===== src/rtl/soc_ctrl_rst_seq.sv =====
`default_nettype none
// ============================================================================
// Module   : soc_ctrl_rst_seq
// Purpose  : Power-on and soft-reset sequencer for the SoC clock/reset
//            domains, running on the always-on reference clock.
//            - Boot: releases each domain's active-low reset in index order;
//              each domain's clock-enable request follows GAP_CYCLES later,
//              and the next domain is released one cycle after that.
//            - Run : services sticky per-domain soft-reset requests, one
//              domain at a time, lowest index first:
//              gate clock -> assert reset -> release reset -> re-enable clock
//              -> one-cycle acknowledge.
// Ports    :
//   clk_i          in   1            reference clock (always running)
//   arst_i         in   1            asynchronous active-high reset
//   soft_rst_req_i in   NUM_DOMAINS  per-domain soft-reset request (sticky)
//   arst_no        out  NUM_DOMAINS  per-domain active-low reset to delay-gen
//   clk_en_o       out  NUM_DOMAINS  per-domain clock-enable request
//   soft_rst_ack_o out  NUM_DOMAINS  one-cycle pulse on soft-reset completion
//   done_o         out  1            boot sequence complete
//   busy_o         out  1            sequencer not idle in RUN
// Revision : 1.0 - initial release
// ============================================================================
module soc_ctrl_rst_seq #(
    parameter int NUM_DOMAINS = 2,
    parameter int GAP_CYCLES  = 64,
    parameter int HOLD_CYCLES = 8
) (
    input  logic                   clk_i,
    input  logic                   arst_i,
    input  logic [NUM_DOMAINS-1:0] soft_rst_req_i,
    output logic [NUM_DOMAINS-1:0] arst_no,
    output logic [NUM_DOMAINS-1:0] clk_en_o,
    output logic [NUM_DOMAINS-1:0] soft_rst_ack_o,
    output logic                   done_o,
    output logic                   busy_o
);

    // ------------------------------------------------------------------------
    // Derived constants
    // ------------------------------------------------------------------------
    localparam int MAX_CYCLES = (GAP_CYCLES > HOLD_CYCLES) ? GAP_CYCLES : HOLD_CYCLES;
    localparam int CNT_W      = $clog2(MAX_CYCLES + 1);
    localparam int IDX_W      = (NUM_DOMAINS > 1) ? $clog2(NUM_DOMAINS) : 1;

    // A timed state of length N exits on the edge where the counter reads N-1,
    // because the counter is zero during the first cycle after entry.
    localparam logic [CNT_W-1:0] GAP_LAST  = CNT_W'(GAP_CYCLES - 1);
    localparam logic [CNT_W-1:0] HOLD_LAST = CNT_W'(HOLD_CYCLES - 1);
    localparam logic [IDX_W-1:0] LAST_IDX  = IDX_W'(NUM_DOMAINS - 1);

    // ------------------------------------------------------------------------
    // State encoding
    //   INIT   : held in reset; first edge afterwards releases domain 0
    //   REL    : boot only; the exit edge releases the next domain's reset
    //   GAP    : waiting between reset release and clock enable
    //   EN     : soft reset only; clock re-enabled, exit edge pulses the ack
    //   RUN    : idle, watching for pending soft-reset requests
    //   GATE   : clock gated, reset still released
    //   ASSERT : reset asserted with clock gated
    // ------------------------------------------------------------------------
    typedef enum logic [2:0] {
        S_INIT   = 3'd0,
        S_REL    = 3'd1,
        S_GAP    = 3'd2,
        S_EN     = 3'd3,
        S_RUN    = 3'd4,
        S_GATE   = 3'd5,
        S_ASSERT = 3'd6
    } state_t;

    state_t                 state_q,  state_d;
    logic [CNT_W-1:0]       cnt_q,    cnt_d;
    logic [IDX_W-1:0]       idx_q,    idx_d;
    logic [NUM_DOMAINS-1:0] pend_q,   pend_d;
    logic [NUM_DOMAINS-1:0] arst_n_q, arst_n_d;
    logic [NUM_DOMAINS-1:0] clk_en_q, clk_en_d;
    logic [NUM_DOMAINS-1:0] ack_q,    ack_d;
    logic                   done_q,   done_d;
    logic                   busy_q,   busy_d;

    logic [IDX_W-1:0]       sel_idx;
    logic [IDX_W-1:0]       nxt_idx;

    // ------------------------------------------------------------------------
    // Lowest-index pending request (fixed priority, index 0 highest)
    // ------------------------------------------------------------------------
    always_comb begin
        sel_idx = '0;
        for (int i = NUM_DOMAINS - 1; i >= 0; i--) begin
            if (pend_q[i]) begin
                sel_idx = IDX_W'(i);
            end
        end
    end

    // Next boot domain; REL is only reached while idx_q < NUM_DOMAINS-1.
    assign nxt_idx = idx_q + IDX_W'(1);

    // ------------------------------------------------------------------------
    // Next-state and registered-output logic
    // ------------------------------------------------------------------------
    always_comb begin
        state_d  = state_q;
        idx_d    = idx_q;
        arst_n_d = arst_n_q;
        clk_en_d = clk_en_q;
        ack_d    = '0;
        done_d   = done_q;
        // Requests are sticky in every non-reset state; a clear on the
        // acceptance edge below loses against a simultaneous new request.
        pend_d   = pend_q | soft_rst_req_i;

        unique case (state_q)
            S_INIT: begin
                idx_d       = '0;
                arst_n_d[0] = 1'b1;
                state_d     = S_GAP;
            end

            S_GAP: begin
                if (cnt_q == GAP_LAST) begin
                    clk_en_d[idx_q] = 1'b1;
                    if (done_q) begin
                        // Soft-reset path: acknowledge on the next edge.
                        state_d = S_EN;
                    end else if (idx_q == LAST_IDX) begin
                        // Last boot domain: done rises with its clock enable.
                        done_d  = 1'b1;
                        state_d = S_RUN;
                    end else begin
                        state_d = S_REL;
                    end
                end
            end

            S_REL: begin
                idx_d             = nxt_idx;
                arst_n_d[nxt_idx] = 1'b1;
                state_d           = S_GAP;
            end

            S_EN: begin
                ack_d[idx_q] = 1'b1;
                state_d      = S_RUN;
            end

            S_RUN: begin
                if (|pend_q) begin
                    idx_d             = sel_idx;
                    clk_en_d[sel_idx] = 1'b0;
                    pend_d[sel_idx]   = soft_rst_req_i[sel_idx];
                    state_d           = S_GATE;
                end
            end

            S_GATE: begin
                if (cnt_q == HOLD_LAST) begin
                    arst_n_d[idx_q] = 1'b0;
                    state_d         = S_ASSERT;
                end
            end

            S_ASSERT: begin
                if (cnt_q == HOLD_LAST) begin
                    arst_n_d[idx_q] = 1'b1;
                    state_d         = S_GAP;
                end
            end

            default: begin
                state_d = S_INIT;
            end
        endcase

        // Counter restarts on every state change and only advances in the
        // timed states, so it can never wrap while idling in RUN.
        cnt_d = cnt_q;
        if (state_d != state_q) begin
            cnt_d = '0;
        end else if ((state_q == S_GAP) || (state_q == S_GATE) || (state_q == S_ASSERT)) begin
            cnt_d = cnt_q + CNT_W'(1);
        end

        busy_d = (state_d != S_RUN);
    end

    // ------------------------------------------------------------------------
    // State and output registers
    // ------------------------------------------------------------------------
    always_ff @(posedge clk_i or posedge arst_i) begin
        if (arst_i) begin
            state_q  <= S_INIT;
            cnt_q    <= '0;
            idx_q    <= '0;
            pend_q   <= '0;
            arst_n_q <= '0;
            clk_en_q <= '0;
            ack_q    <= '0;
            done_q   <= 1'b0;
            busy_q   <= 1'b1;
        end else begin
            state_q  <= state_d;
            cnt_q    <= cnt_d;
            idx_q    <= idx_d;
            pend_q   <= pend_d;
            arst_n_q <= arst_n_d;
            clk_en_q <= clk_en_d;
            ack_q    <= ack_d;
            done_q   <= done_d;
            busy_q   <= busy_d;
        end
    end

    assign arst_no        = arst_n_q;
    assign clk_en_o       = clk_en_q;
    assign soft_rst_ack_o = ack_q;
    assign done_o         = done_q;
    assign busy_o         = busy_q;

endmodule
`default_nettype wire


===== config.mk =====
export PLATFORM = sky130hd
export DESIGN_NAME = soc_ctrl_rst_seq
export DESIGN_NICKNAME = d
export VERILOG_FILES = /design/src/rtl/soc_ctrl_rst_seq.sv
export SDC_FILE = /design/constraint.sdc
export NUM_CORES = 1
export LEC_CHECK = 0
export ABC_AREA = 1
export ABC_CLOCK_PERIOD_IN_PS = 3300
export CORE_ASPECT_RATIO = 1.2
export CORE_MARGIN = 3
export CORE_UTILIZATION = 58
export CTS_CLUSTER_DIAMETER = 60
export CTS_CLUSTER_SIZE = 24
export DETAILED_ROUTE_END_ITERATION = 16
export PLACE_DENSITY = 0.82
export SETUP_SLACK_MARGIN = 0.5
export SKIP_LAST_GASP = 1
export SLEW_MARGIN = 40
export SYNTH_ARGS = -nofsm -noshare
export SYNTH_HDL_FRONTEND = slang
export SYNTH_SLANG_ARGS = --single-unit

===== constraint.sdc =====
create_clock -name clk_i -period 3.3 [get_ports clk_i]
set_input_delay 0.66 -clock clk_i [delete_from_list [all_inputs] [get_ports clk_i]]
set_output_delay 0.66 -clock clk_i [all_outputs]
set_load 0.01 [all_outputs]

### Word-level counts from Yosys, hierarchy flattened

Index checks and enable logic that the tools add are counted.

* flip-flop bits (word level): 21
* bits in latches: 0
* RAM bits: 0
* bits in read-only memories: 0
* bits of input ports: 4
* output and inout bits: 8
* word-level logic and storage cells: 92
* memories kept: 0

* add/subtract/negate cells: 2
* multiply operators: 0
* divide/modulo/power cells: 0
* $lt $le $gt $ge: 6
* equality and inequality tests: 14
* shift-type cells: 0
* muxes and demuxes: 34
* bitwise gates (word level): 8
* reductions and logical operators: 18

Operators by type and width (number)
* $mux 3: 6
* $pmux 3 s6: 1
* $mux 2: 7
* $mux 7: 2
* $mux 1: 10
* $eq 3x3->1 const B: 3
* $reduce_and 3->1: 3
* $ne 2x2->1 const B: 4
* $or 2x2->2: 4
* $add 7x1->7 const B: 1
* $eq 7x3->1 const B: 1
* $eq 7x6->1 const B: 1
* $eq 3x2->1 const B: 2
* $lt 1x2->1 const B: 3
* $pmux 1 s3: 2
* $reduce_bool 3->1: 2
* $and 2x2->2: 2
* $not 2->2: 2
* $pmux 1 s4: 1
* $pmux 2 s2: 1
* $reduce_and 2->1: 2
* $reduce_bool 2->1: 2
* $reduce_bool 4->1: 1
* $reduce_or 2->1: 2
* other kinds (10): 17

### Logic depth before layout (Yosys ltp)

Gate-level depths: netlist of run 1.

* depth after elaboration: 10
* mapped depth: 11
* mapped depth without buffers: 11

### Least setup slack after synthesis of run 1

Ideal clock, no wire load.

* kind: register to register
* start point: register state_q[1]
* end point: register idx_q
* library setup time: 0.136 ns
* arrival: 1.283 ns
* required time: 3.164 ns
* setup slack: 1.881 ns
* cell stages (with the launch flop): 6
* buffers on the path: 0
* period minus slack after synthesis: 1.419 ns
* cells stage by stage: dfrtp_1 -> inv_1 -> nand3_1 -> nor2_2 -> nor3_1 -> or3b_2

* longest elaborated chain between the ends: 3
* elaborated cells on any way between the ends: 7
* those cells by class: 3 x eq/ne; 1 x mux; 3 x reduce/logical

Ends and longest elaborated chain
* from (decl): line 72 `state_t state_q, state_d;`
* from (signal assigned): line 203 `state_q <= state_d;`
* $eq 3x3->1 (tied with other cells): line 114 `unique case (state_q)`
* $ne 2x2->1 (no source line) or $reduce_bool 3->1 (tied branches)
* $reduce_and 2->1 (no source line)
* to (signal assigned): line 205 `idx_q <= idx_d;`
* to (decl): line 74 `logic [IDX_W-1:0] idx_q, idx_d;`

Several ways; a longest one is shown, not always the timed one.
A chain may end at the register's enable or synchronous reset.

### Worst setup path in the final report of run 1

* start point: register busy_q, in the netlist busy_o
* end point: output port busy_o

RTL lines
* from (decl): line 80 `logic busy_q, busy_d;`
* from (signal assigned): line 211 `busy_q <= busy_d;`
* to (decl): line 36 `output logic busy_o`

No word-level cell between the ends.

==> results.md, run 1 <==
- Max transition margin: 51.6%
- Worst-path cell chain: clkdlybuf4s50_1
- Clock Sink Count: 21
- Final hold violations: 0
- Num CTS Buffers: 3
- Synthesized instance count: 142
- Max cap viols: 0
- WL per Instance: 12.1 µm
- Worst Hold Class: reg -> reg
- Die height: 53.9 µm
- CTS H-tree depth: 1
- WP depth: 1
- ANT nets after route: 0
- Peak supply drop: 0.000215 V
- Setup violators final: 0
- Run status: finished clean
- Fillers: 140
- Die area: 2480 µm²
- Worst-skew pair later-pin latency: 0.30 ns
- CP required: 2.64 ns
- Synth Cell Area: 1110 µm²
- Number of diodes: 0
- WP buf/inv: 1
- NumNets Final: 163
- Slowest-stage cell, CP: dfstp_2
- Hold path depth: 2
- Syn-to-layout area delta: 14.3%
- WP data arrival: 1.35 ns
- Reg clk slew, reported paths: 0.11 ns
- Core area: 1720 µm²
- Final GP Congestion: 0.928
- Worst setup EP type: output pin
- Drt via density: 5.56
- Worst clock skew: 0.00650 ns
- CP peak stage delay: 0.53 ns
- Area of the multi-input gates: 508 µm²
- Final period util: 60.9%
- Starting density of the core: 64.5%
- Leakage Power: 0.628 nW
- Fin area: 1270 µm²
- Power per cell area: 305 nW/µm²
- Clk Tree Root Cell: clkbuf_4
- Vias in the first global route: 903
- Initial drt markers: 21
- CTS tree: yes
- FF-to-FF path depth: 9
- Post-CTS sizing: 0
- Critical Path Fanout Max: 1
- Net count after synthesis: 147
- Layout cell share with drive strength beyond 1: 8.28%
- Async SR Flop Fraction: 100%
- Tightest Pin Transition: 0.721 ns
- Yosys cell types: 25
- Placed cell area: 1240 µm²
- First-pass GRT wire length: 3.56 mm
- TNS Setup: 0 ns
- Post-synth EDFFs: 0
- RSZ-0062 raised after global routing: false
- Maximum clock path buffer count: 2
- Syn_area_per_cell: 7.82 µm²
- IO Count: 12
- Max-slew violations: 0
- Primary FF master, synth: dfrtp_1
- Detailed-route via count: 973
- DRC: 0
- Pin count of the biggest net entering global routing: 22
- Clock period minus worst slack: 2.01 ns
- Seq cells post-synth: 21
- Fmax: 498 MHz
- Detailed Route WL: 2.12 mm
- Post-detailed-placement half-perimeter wirelength: 1.68 mm
- Post-CTS setup buffers: 0
- Initial antenna violation count: 0
- I/O Buffers: 11
- Worst setup path category: reg -> out
- CTS Hold Bufs: 0
- CP top delay family: flip-flops
- Ys Warns: 0
- Std cell rows: 16
- GRT Overall Usage: 19.8%
- Worst Setup Start Kind: flop
- Die X: 45.9 µm
- Grt ovf: 0
- 1st-pass router iterations: 5
- Sequential area share after synthesis: 47.5%
- Storage element area: 527 µm²
[metal layers]
metal  vias to the layer above  wire length [µm]  GRT usage (%)
li1                        486                 -              -
met1                       458               848           19.7
met2                        24              1160           39.2
met3                         5                75           3.34
met4                         0                35           7.11
met5                         -                 0              0
[cells in the final DEF, fill, tap and decap left out, drive strengths merged, types with 2 or more instances in the layout]
cell type	count
a21oi	4
o22ai	2
nand4	2
xor2	6
inv	19
clkbuf	4
clkdlybuf4s50	11
o21ai	8
nand2	30
nand3	14
dfrtp	20
nor3	2
nor2	26
[area by class of cell]
cell class	count	share of cell area [%]
Tap cell	18	1.78
Timing Repair Buffer	11	8.68
Multi-Input combinational cell	101	40.0
Sequential cell	21	41.5
Clock buffer	4	2.07
Inverter	20	5.92
[state kept, by name (all words and copies together), names as in the netlist]
signal	cells
pend_q	2
clk_en_o	2
state_q	3
idx_q	1
busy_o	1
done_o	1
cnt_q	7
soft_rst_ack_o	2
arst_no	2
[power by group]
part           internal, mW          switching, mW
sequential            0.257  0.0000000000000000280
clock                0.0472                 0.0744
combinational       0.00335                0.00503
[stage by stage]
step	std cells	util (%)	hold slack, ns	setup WS, ns	total power [mW]
CTS	175	73.7	0.550	1.28	0.392
finish	175	73.7	0.544	1.29	0.387
global route	175	73.7	0.586	1.24	0.402
floorplan	142	-	0.479	1.88	0.266
detailed placement	171	72.2	0.521	1.62	0.271
global placement	171	72.2	0.484	1.62	0.271
[cells by family (layout without fill, tap and decap cells)]
group,Yosys count,after routing,synth area share (%)
AND/OR/NAND/NOR,75,75,29.4
buffers and inverters,20,35,6.76
AO/OA/AOI/OAI,18,18,9.47
XOR/XNOR,6,6,4.74
multiplexers,1,1,1.01
adder cells (fa/ha/maj),1,1,1.13
flip-flops,21,21,47.5
[synth_stat cells, types with 2 or more instances]
master / n / share of area [%]
o22ai_1: 2 / 1.1
xor2_1: 6 / 4.7
nor3_1: 2 / 0.90
o21ai_0: 7 / 3.2
dfrtp_1: 20 / 45
nor2_1: 23 / 7.8
nand3_1: 13 / 5.9
nand4_1: 2 / 1.1
nand2_1: 29 / 9.8
nor2_2: 3 / 1.7
inv_1: 19 / 6.4
a21oi_1: 3 / 1.4
[worst paths after layout]
path                              from           to  slack [ns]
max                             busy_o       busy_o        1.29
max reg2reg                   cnt_q[1]     cnt_q[2]        1.60
min reg2reg                clk_en_o[1]  clk_en_o[1]        0.54
max in group asynchronous       arst_i       busy_o        2.25
min in group asynchronous       arst_i     cnt_q[6]        0.67
min                        clk_en_o[1]  clk_en_o[1]        0.54
Power figures use the tool's default switching activity.
==> run 2: changes to the inputs <==
--- a/config.mk
+++ b/config.mk
@@ -6,14 +6,14 @@
 export NUM_CORES = 1
 export LEC_CHECK = 0
 export ABC_AREA = 1
-export ABC_CLOCK_PERIOD_IN_PS = 3300
+export ABC_CLOCK_PERIOD_IN_PS = 1700
 export CORE_ASPECT_RATIO = 1.2
 export CORE_MARGIN = 3
-export CORE_UTILIZATION = 58
+export CORE_UTILIZATION = 49
 export CTS_CLUSTER_DIAMETER = 60
 export CTS_CLUSTER_SIZE = 24
 export DETAILED_ROUTE_END_ITERATION = 16
-export PLACE_DENSITY = 0.82
+export PLACE_DENSITY = 0.74
 export SETUP_SLACK_MARGIN = 0.5
 export SKIP_LAST_GASP = 1
 export SLEW_MARGIN = 40
==> constraint.sdc (replaced) <==
create_clock -name clk_i -period 1.7 [get_ports clk_i]
set_input_delay 0.34 -clock clk_i [delete_from_list [all_inputs] [get_ports clk_i]]
set_output_delay 0.34 -clock clk_i [all_outputs]
set_load 0.01 [all_outputs]
==> run 2 against run 1 <==
Global-route usage increased by 1.2 points. Power up 95%. Die area is 16% higher. First-iteration DRC count grew 71%. Clock skew shrank 0.0030 ns. Final area grew 26%. Sequential share of layout area shrank 8.4 points. Critical path depth up 9. Sequential cell count is the same. Cell count up 19%. Worst setup slack lost 1.1 ns. Critical endpoint is now cnt_q[1]. Largest cell class is now multi-input gates. Largest power group unchanged.
==> results.md, run 2 (synthesized netlist as in run 1, its figures left out) <==
- Final period util: 90.5%
- Placed instance count: 184 (was 171)
- Fillers: 153 (was 140)
- Run status: finished clean (unchanged)
- WP depth: 10 (was 1)
- Leading cell types in the layout, fill and taps excluded: 20 x nand2_1, 18 x dfrtp_1, 18 x buf_4, 16 x nor2_1, 15 x inv_1 (was 29 x nand2_1, 23 x nor2_1, 20 x dfrtp_1, 18 x inv_1, 13 x nand3_1)
- Number of diodes: 0 (unchanged)
- Std cell rows: 18 (was 16)
- Biggest regs: cnt_q: 7 flops, state_q: 3 flops (unchanged)
- Worst Hold Class: in -> async (was reg -> reg)
- Leakage Power: 0.785 nW (was 0.628 nW)
- Maximum clock path buffer count: 2 (unchanged)
- DRC: 0 (unchanged)
- NumNets Final: 184 (was 163)
- IO Count: 12 (unchanged)
- Cell repeated most along the worst path: nand3_1
- Switching Fraction: 20.6% (was 20.5%)
- Syn-to-layout area delta: 43.9% (was 14.3%)
- TNS Setup: 0 ns (unchanged)
- Net Sw Power: 0.156 mW (was 0.0794 mW)
- Worst clock skew: 0.00347 ns (was 0.00650 ns)
- Layout cell share with drive strength beyond 1: 41.6% (was 8.28%)
- GRT Overall Usage: 21.0% (was 19.8%)
- Core area: 2090 µm² (was 1720 µm²)
- 1st-pass router iterations: 4 (was 5)
- Clock period minus worst slack: 1.54 ns
- Initial drt markers: 36 (was 21)
- Combinational share of power: 2.4% (was 2.2%)
- Sequential share of power: 66.2% (was 66.4%)
- WP data arrival: 1.78 ns (was 1.35 ns)
- I/O Buffers: 11 (unchanged)
- First-pass GRT wire length: 4.66 mm (was 3.56 mm)
- Die height: 58.1 µm (was 53.9 µm)
- CP peak stage delay: 0.42 ns (was 0.53 ns)
- CP required: 1.94 ns (was 2.64 ns)
- Largest register FFs: 7 (unchanged)
- Final cell count without fillers: 208 (was 175)
- FF-to-FF path depth: 10 (was 9)
- Die area: 2870 µm² (was 2480 µm²)
- Starting density of the core: 53.0% (was 64.5%)
- Internal: 0.599 mW (was 0.308 mW)
- Power per cell area: 473 nW/µm² (was 305 nW/µm²)
- Num CTS Buffers: 3 (unchanged)
- Worst setup path category: reg -> reg (was reg -> out)
- Clock network power share: 31.4% (about the same)
- WP buf/inv: 2 (was 1)
- Clock Sink Count: 21 (unchanged)
- RSZ-0062 raised after global routing: true (was false)
- Grt ovf: 0 (unchanged)
- Worst Setup Start Kind: flop (unchanged)
- CTS H-tree depth: 1 (unchanged)
- Detailed-route via count: 1112 (was 973)
- Peak supply drop: 0.000405 V (was 0.000215 V)
- Reg clk slew, reported paths: 0.11 ns (about the same)
- Worst-skew pair later-pin latency: 0.30 ns (about the same)
- Max cap viols: 0 (unchanged)
- Max-slew violations: 0 (unchanged)
- Clk Tree Root Cell: clkbuf_4 (unchanged)
- Worst setup EP type: flop (was output pin)
- Fmax: 650 MHz
- Max transition margin: 79.8% (was 51.6%)
- Final GP Congestion: 0.869 (was 0.928)
- WL per Instance: 13.3 µm (was 12.1 µm)
- Vias in the first global route: 1118 (was 903)
- Worst-path cell chain: inv_2 > buf_12 > nand3_1 > nand3_1 > nor2_2 > nand3_1 > nand2_1 > nor2_2 > nand2_4 > nor2_1 (was clkdlybuf4s50_1)
- Pin count of the biggest net entering global routing: 22 (unchanged)
- Detailed Route WL: 2.76 mm (was 2.12 mm)
- Setup violators final: 0 (unchanged)
- Drt via density: 5.35 (was 5.56)
- ANT nets after route: 0 (unchanged)
- Final hold violations: 0 (unchanged)
- CTS tree: yes (unchanged)
- Tightest Pin Transition: 0.302 ns (was 0.721 ns)
- Post-detailed-placement half-perimeter wirelength: 1.79 mm (was 1.68 mm)
- Register with the most flip-flops: cnt_q (unchanged)
- Critical Path Fanout Max: 7 (was 1)
- CTS Hold Bufs: 0 (unchanged)
- CP top delay family: simple AND/OR/NAND/NOR gates (was flip-flops)
- Initial antenna violation count: 0 (unchanged)
- Most common library cell in the layout ignoring fill and taps: nand2_1 (unchanged)
- Slowest-stage cell, CP: dfrtp_1 (was dfstp_2)
- Die X: 49.4 µm (was 45.9 µm)
run 2: path summary, 6_finish.rpt:
| check | from | end | slack [ns] |
|---|---|---|---|
| max in group asynchronous | arst_i | busy_o | 1.08 |
| worst max register to register | state_q[0] | cnt_q[1] | 0.16 |
| min in group clk_i | arst_no[1] | arst_no[1] | 0.52 |
| worst max-delay path | state_q[0] | cnt_q[1] | 0.16 |
| worst min register to register | arst_no[1] | arst_no[1] | 0.52 |
| worst min-delay path | arst_i | cnt_q[4] | 0.35 |
run 2: through the flow:
step	hold WS, ns	setup slack [ns]	util, %	cell area, µm²	power (mW)
detailed placement	0.494	0.124	63.3	1330	0.528
CTS	0.350	0.196	71.4	1500	0.763
floorplan	0.316	0.344	-	1170	0.517
global route	0.365	0.0460	76.2	1600	0.777
global placement	0.486	0.155	63.3	1330	0.528
finish	0.349	0.161	76.2	1600	0.755
run 2: power by group through the flow:
stage,Combinational (mW),Sequential [mW],Clock (mW)
after detailed placement,0.0191,0.509,0
final,0.0183,0.499,0.237
after floorplan,0.00785,0.509,0
after CTS,0.0191,0.499,0.245
after global routing,0.0206,0.500,0.257
after global placement,0.0187,0.509,0
run 2: final cells by class:
type	count	area, µm²	area share (%)
Multi-Input combinational cell	101	674	42.2
Sequential cell	21	529	33.2
Timing Repair Buffer	32	254	15.9
Inverter	20	75.1	4.70
Tap cell	30	37.5	2.35
Clock buffer	4	26.3	1.65
run 2: repair_timing:
action | CTS | global route
endpoints found under the setup margin | 24 | 22
buffers inserted | 14 | 6
pin swaps | 11 | 12
hold endpoints to repair | 0 | 0
gates resized for setup | 43 | 20
run 2: per-layer routing:
layer	track usage [%]	wire length [µm]
met3	2.06	92
met1	23.2	1070
met4	12.6	125
met5	0	0
met2	38.7	1470
run 2: worst reg2reg max path, cell delays in order, from the launching register on:
cell	delay [ns]
dfrtp_1	0.42
inv_2	0.14
buf_12	0.12
nand3_1	0.14
nand3_1	0.16
nor2_2	0.05
nand3_1	0.06
nand2_1	0.06
nor2_2	0.12
nand2_4	0.09
nor2_1	0.11
==> run 3: changes to the inputs <==
--- a/config.mk
+++ b/config.mk
@@ -6,13 +6,13 @@
 export NUM_CORES = 1
 export LEC_CHECK = 0
 export ABC_AREA = 1
-export ABC_CLOCK_PERIOD_IN_PS = 1700
-export CORE_ASPECT_RATIO = 1.2
+export CORE_ASPECT_RATIO = 1.25
 export CORE_MARGIN = 3
 export CORE_UTILIZATION = 49
 export CTS_CLUSTER_DIAMETER = 60
 export CTS_CLUSTER_SIZE = 24
 export DETAILED_ROUTE_END_ITERATION = 16
+export HOLD_SLACK_MARGIN = 0.1
 export PLACE_DENSITY = 0.74
 export SETUP_SLACK_MARGIN = 0.5
 export SKIP_LAST_GASP = 1
==> run 3 against run 2 <==
Utilization decreased by 0.62 points. Count of clock-buffer cells in the layout unchanged. Combinational power about the same. Cell count decreased by 2.9%. Critical endpoint is now cnt_q[6]. Largest cell class unchanged.
==> results.md, run 3 (synthesized netlist as in run 1, its figures left out) <==
- Fillers: 146 (was 153)
- Core area: 2070 µm² (was 2090 µm²)
- Initial antenna violation count: 0 (unchanged)
- Most common library cell in the layout ignoring fill and taps: nand2_1 (unchanged)
- Worst-skew pair later-pin latency: 0.31 ns (was 0.30 ns)
- Setup violators final: 0 (unchanged)
- WL per Instance: 13.7 µm (was 13.3 µm)
- Num CTS Buffers: 3 (unchanged)
- CP top delay family: simple AND/OR/NAND/NOR gates (unchanged)
- Die X: 48.6 µm (was 49.4 µm)
- Die area: 2880 µm² (was 2870 µm²)
- Fmax: 627 MHz (was 650 MHz)
- Max cap viols: 0 (unchanged)
- CTS tree: yes (unchanged)
- I/O Buffers: 11 (unchanged)
- Power per cell area: 486 nW/µm² (was 473 nW/µm²)
- Total power: 0.761 mW (was 0.755 mW)
- Post-detailed-placement half-perimeter wirelength: 1.80 mm (was 1.79 mm)
- Register with the most flip-flops: cnt_q (unchanged)
- IO Count: 12 (unchanged)
- Detailed Route WL: 2.77 mm (was 2.76 mm)
- CP peak stage delay: 0.42 ns (about the same)
- Drt via density: 5.37 (was 5.35)
- Cell repeated most along the worst path: nor2_4 (was nand3_1)
- Internal: 0.599 mW (about the same)
- Placed instance count: 184 (unchanged)
- Clock network power share: 31.9% (was 31.4%)
- Net Sw Power: 0.162 mW (was 0.156 mW)
- RSZ-0062 raised after global routing: true (unchanged)
- Tightest Pin Transition: 0.312 ns (was 0.302 ns)
- NumNets Final: 178 (was 184)
- WHS: 0.346 ns (was 0.349 ns)
- Final hold violations: 0 (unchanged)
- Peak supply drop: 0.000618 V (was 0.000405 V)
- Pre-CTS setup slack: 0.100 ns (was 0.124 ns)
- CP required: 1.95 ns (was 1.94 ns)
- Final period util: 93.9% (was 90.5%)
- Placed cell area: 1330 µm² (unchanged)
- Pin count of the biggest net entering global routing: 22 (unchanged)
- Biggest regs: cnt_q: 7 flops, state_q: 3 flops (unchanged)
- Syn-to-layout area delta: 41.1% (was 43.9%)
- Worst setup path category: reg -> reg (unchanged)
- Worst clock skew: 0.00104 ns (was 0.00347 ns)
- TNS Setup: 0 ns (unchanged)
- DRC: 0 (unchanged)
- GRT Overall Usage: 20.8% (was 21.0%)
- Worst Hold Class: in -> async (unchanged)
- WP data arrival: 1.85 ns (was 1.78 ns)
- Maximum clock path buffer count: 2 (unchanged)
- Sequential share of power: 65.6% (was 66.2%)
- Final cell count without fillers: 202 (was 208)
- Fin area: 1570 µm² (was 1600 µm²)
- First-pass GRT wire length: 4.57 mm (was 4.66 mm)
- 1st-pass router iterations: 4 (unchanged)
- Std cell rows: 18 (unchanged)
- Leading cell types in the layout, fill and taps excluded: 21 x nand2_1, 18 x dfrtp_1, 15 x inv_1, 14 x nor2_1, 14 x buf_4 (was 20 x nand2_1, 18 x dfrtp_1, 18 x buf_4, 16 x nor2_1, 15 x inv_1)
- Clk Tree Root Cell: clkbuf_4 (unchanged)
- Initial drt markers: 29 (was 36)
- Reg clk slew, reported paths: 0.11 ns (about the same)
- WP buf/inv: 1 (was 2)
- Vias in the first global route: 1075 (was 1118)
- Largest register FFs: 7 (unchanged)
- Max transition margin: 79.2% (was 79.8%)
- Grt ovf: 0 (unchanged)
- Final Worst Setup Slack: 0.104 ns (was 0.161 ns)
- Starting density of the core: 53.6% (was 53.0%)
- Layout cell share with drive strength beyond 1: 41.9% (was 41.6%)
- Clock Sink Count: 21 (unchanged)
- Clock period minus worst slack: 1.60 ns (was 1.54 ns)
- Combinational share of power: 2.4% (about the same)
- Run status: finished clean (unchanged)
- Worst setup EP type: flop (unchanged)
- Layout Utilization: 75.6% (was 76.2%)
- Max-slew violations: 0 (unchanged)
- Switching Fraction: 21.3% (was 20.6%)
- Detailed-route via count: 1084 (was 1112)
- Slowest-stage cell, CP: dfrtp_1 (unchanged)
- Die height: 59.2 µm (was 58.1 µm)
- ANT nets after route: 0 (unchanged)
- Number of diodes: 0 (unchanged)
- Worst-path cell chain: ha_4 > nand2_2 > inv_2 > nand3_4 > nor2_4 > nor2_4 > nand3_1 > nand2_1 > nor2_2 > nand2_4 > nor2_4 (was inv_2 > buf_12 > nand3_1 > nand3_1 > nor2_2 > nand3_1 > nand2_1 > nor2_2 > nand2_4 > nor2_1)
- Worst Setup Start Kind: flop (unchanged)
- Critical Path Fanout Max: 7 (unchanged)
- Final GP Congestion: 0.861 (was 0.869)
- Leakage Power: 0.759 nW (was 0.785 nW)
- CTS H-tree depth: 1 (unchanged)
## run 3: cell types whose count changed in the layout (fill, tap and decap cells not counted), sizes merged
cell / change
buf: -6
## run 3: final timing paths
check	from	to	slack (ns)	cells past startpoint
max	cnt_q[1]	cnt_q[6]	0.10	11
min	arst_i	arst_no[1]	0.35	3
max reg2reg	cnt_q[1]	cnt_q[6]	0.10	11
min reg2reg	arst_no[1]	arst_no[1]	0.52	2
max in group asynchronous	arst_i	busy_o	1.08	3
min in group clk_i	arst_no[1]	arst_no[1]	0.52	2
## run 3: what timing repair did
| action | 4_1_cts | 5_1_grt |
|---|---|---|
| hold buffers | 0 | 0 |
| endpoints found under the setup margin | 25 | 23 |
| resized for setup | 38 | 31 |
| endpoints found under the hold margin | 0 | 0 |
| pin swaps | 10 | 11 |
| buffers inserted | 7 | 7 |
## run 3: layout make-up
type	instances	area, µm²	share of cell area [%]
Clock buffer	4	26.3	1.68
Inverter	20	77.6	4.95
Multi-Input combinational cell	101	703	44.9
Sequential cell	21	529	33.8
Tap cell	30	37.5	2.40
Timing Repair Buffer	26	193	12.3
## run 3: layer usage
| metal | global-route usage (%) | part of all wire (%) | vias up |
|---|---|---|---|
| met5 | 0 | 0 | - |
| met4 | 12.2 | 1.6 | 0 |
| met1 | 20.5 | 38 | 532 |
| met2 | 42.7 | 57 | 33 |
| li1 | - | - | 514 |
| met3 | 1.51 | 3.3 | 5 |
## run 3: power groups by stage
stage          registers (mW)  clock network [mW]  logic, mW
3_5_place_dp            0.509                   0     0.0193
5_1_grt                 0.500               0.272     0.0211
4_1_cts                 0.499               0.248     0.0193
2_1_floorplan           0.509                   0    0.00785
3_3_place_gp            0.509                   0     0.0187
6_report                0.499               0.243     0.0185
## run 3: worst reg2reg max path: stages (launching register included)
cell,delay (ns)
dfrtp_1,0.42
ha_4,0.19
nand2_2,0.06
inv_2,0.08
nand3_4,0.11
nor2_4,0.15
nor2_4,0.05
nand3_1,0.06
nand2_1,0.06
nor2_2,0.13
nand2_4,0.12
nor2_4,0.11
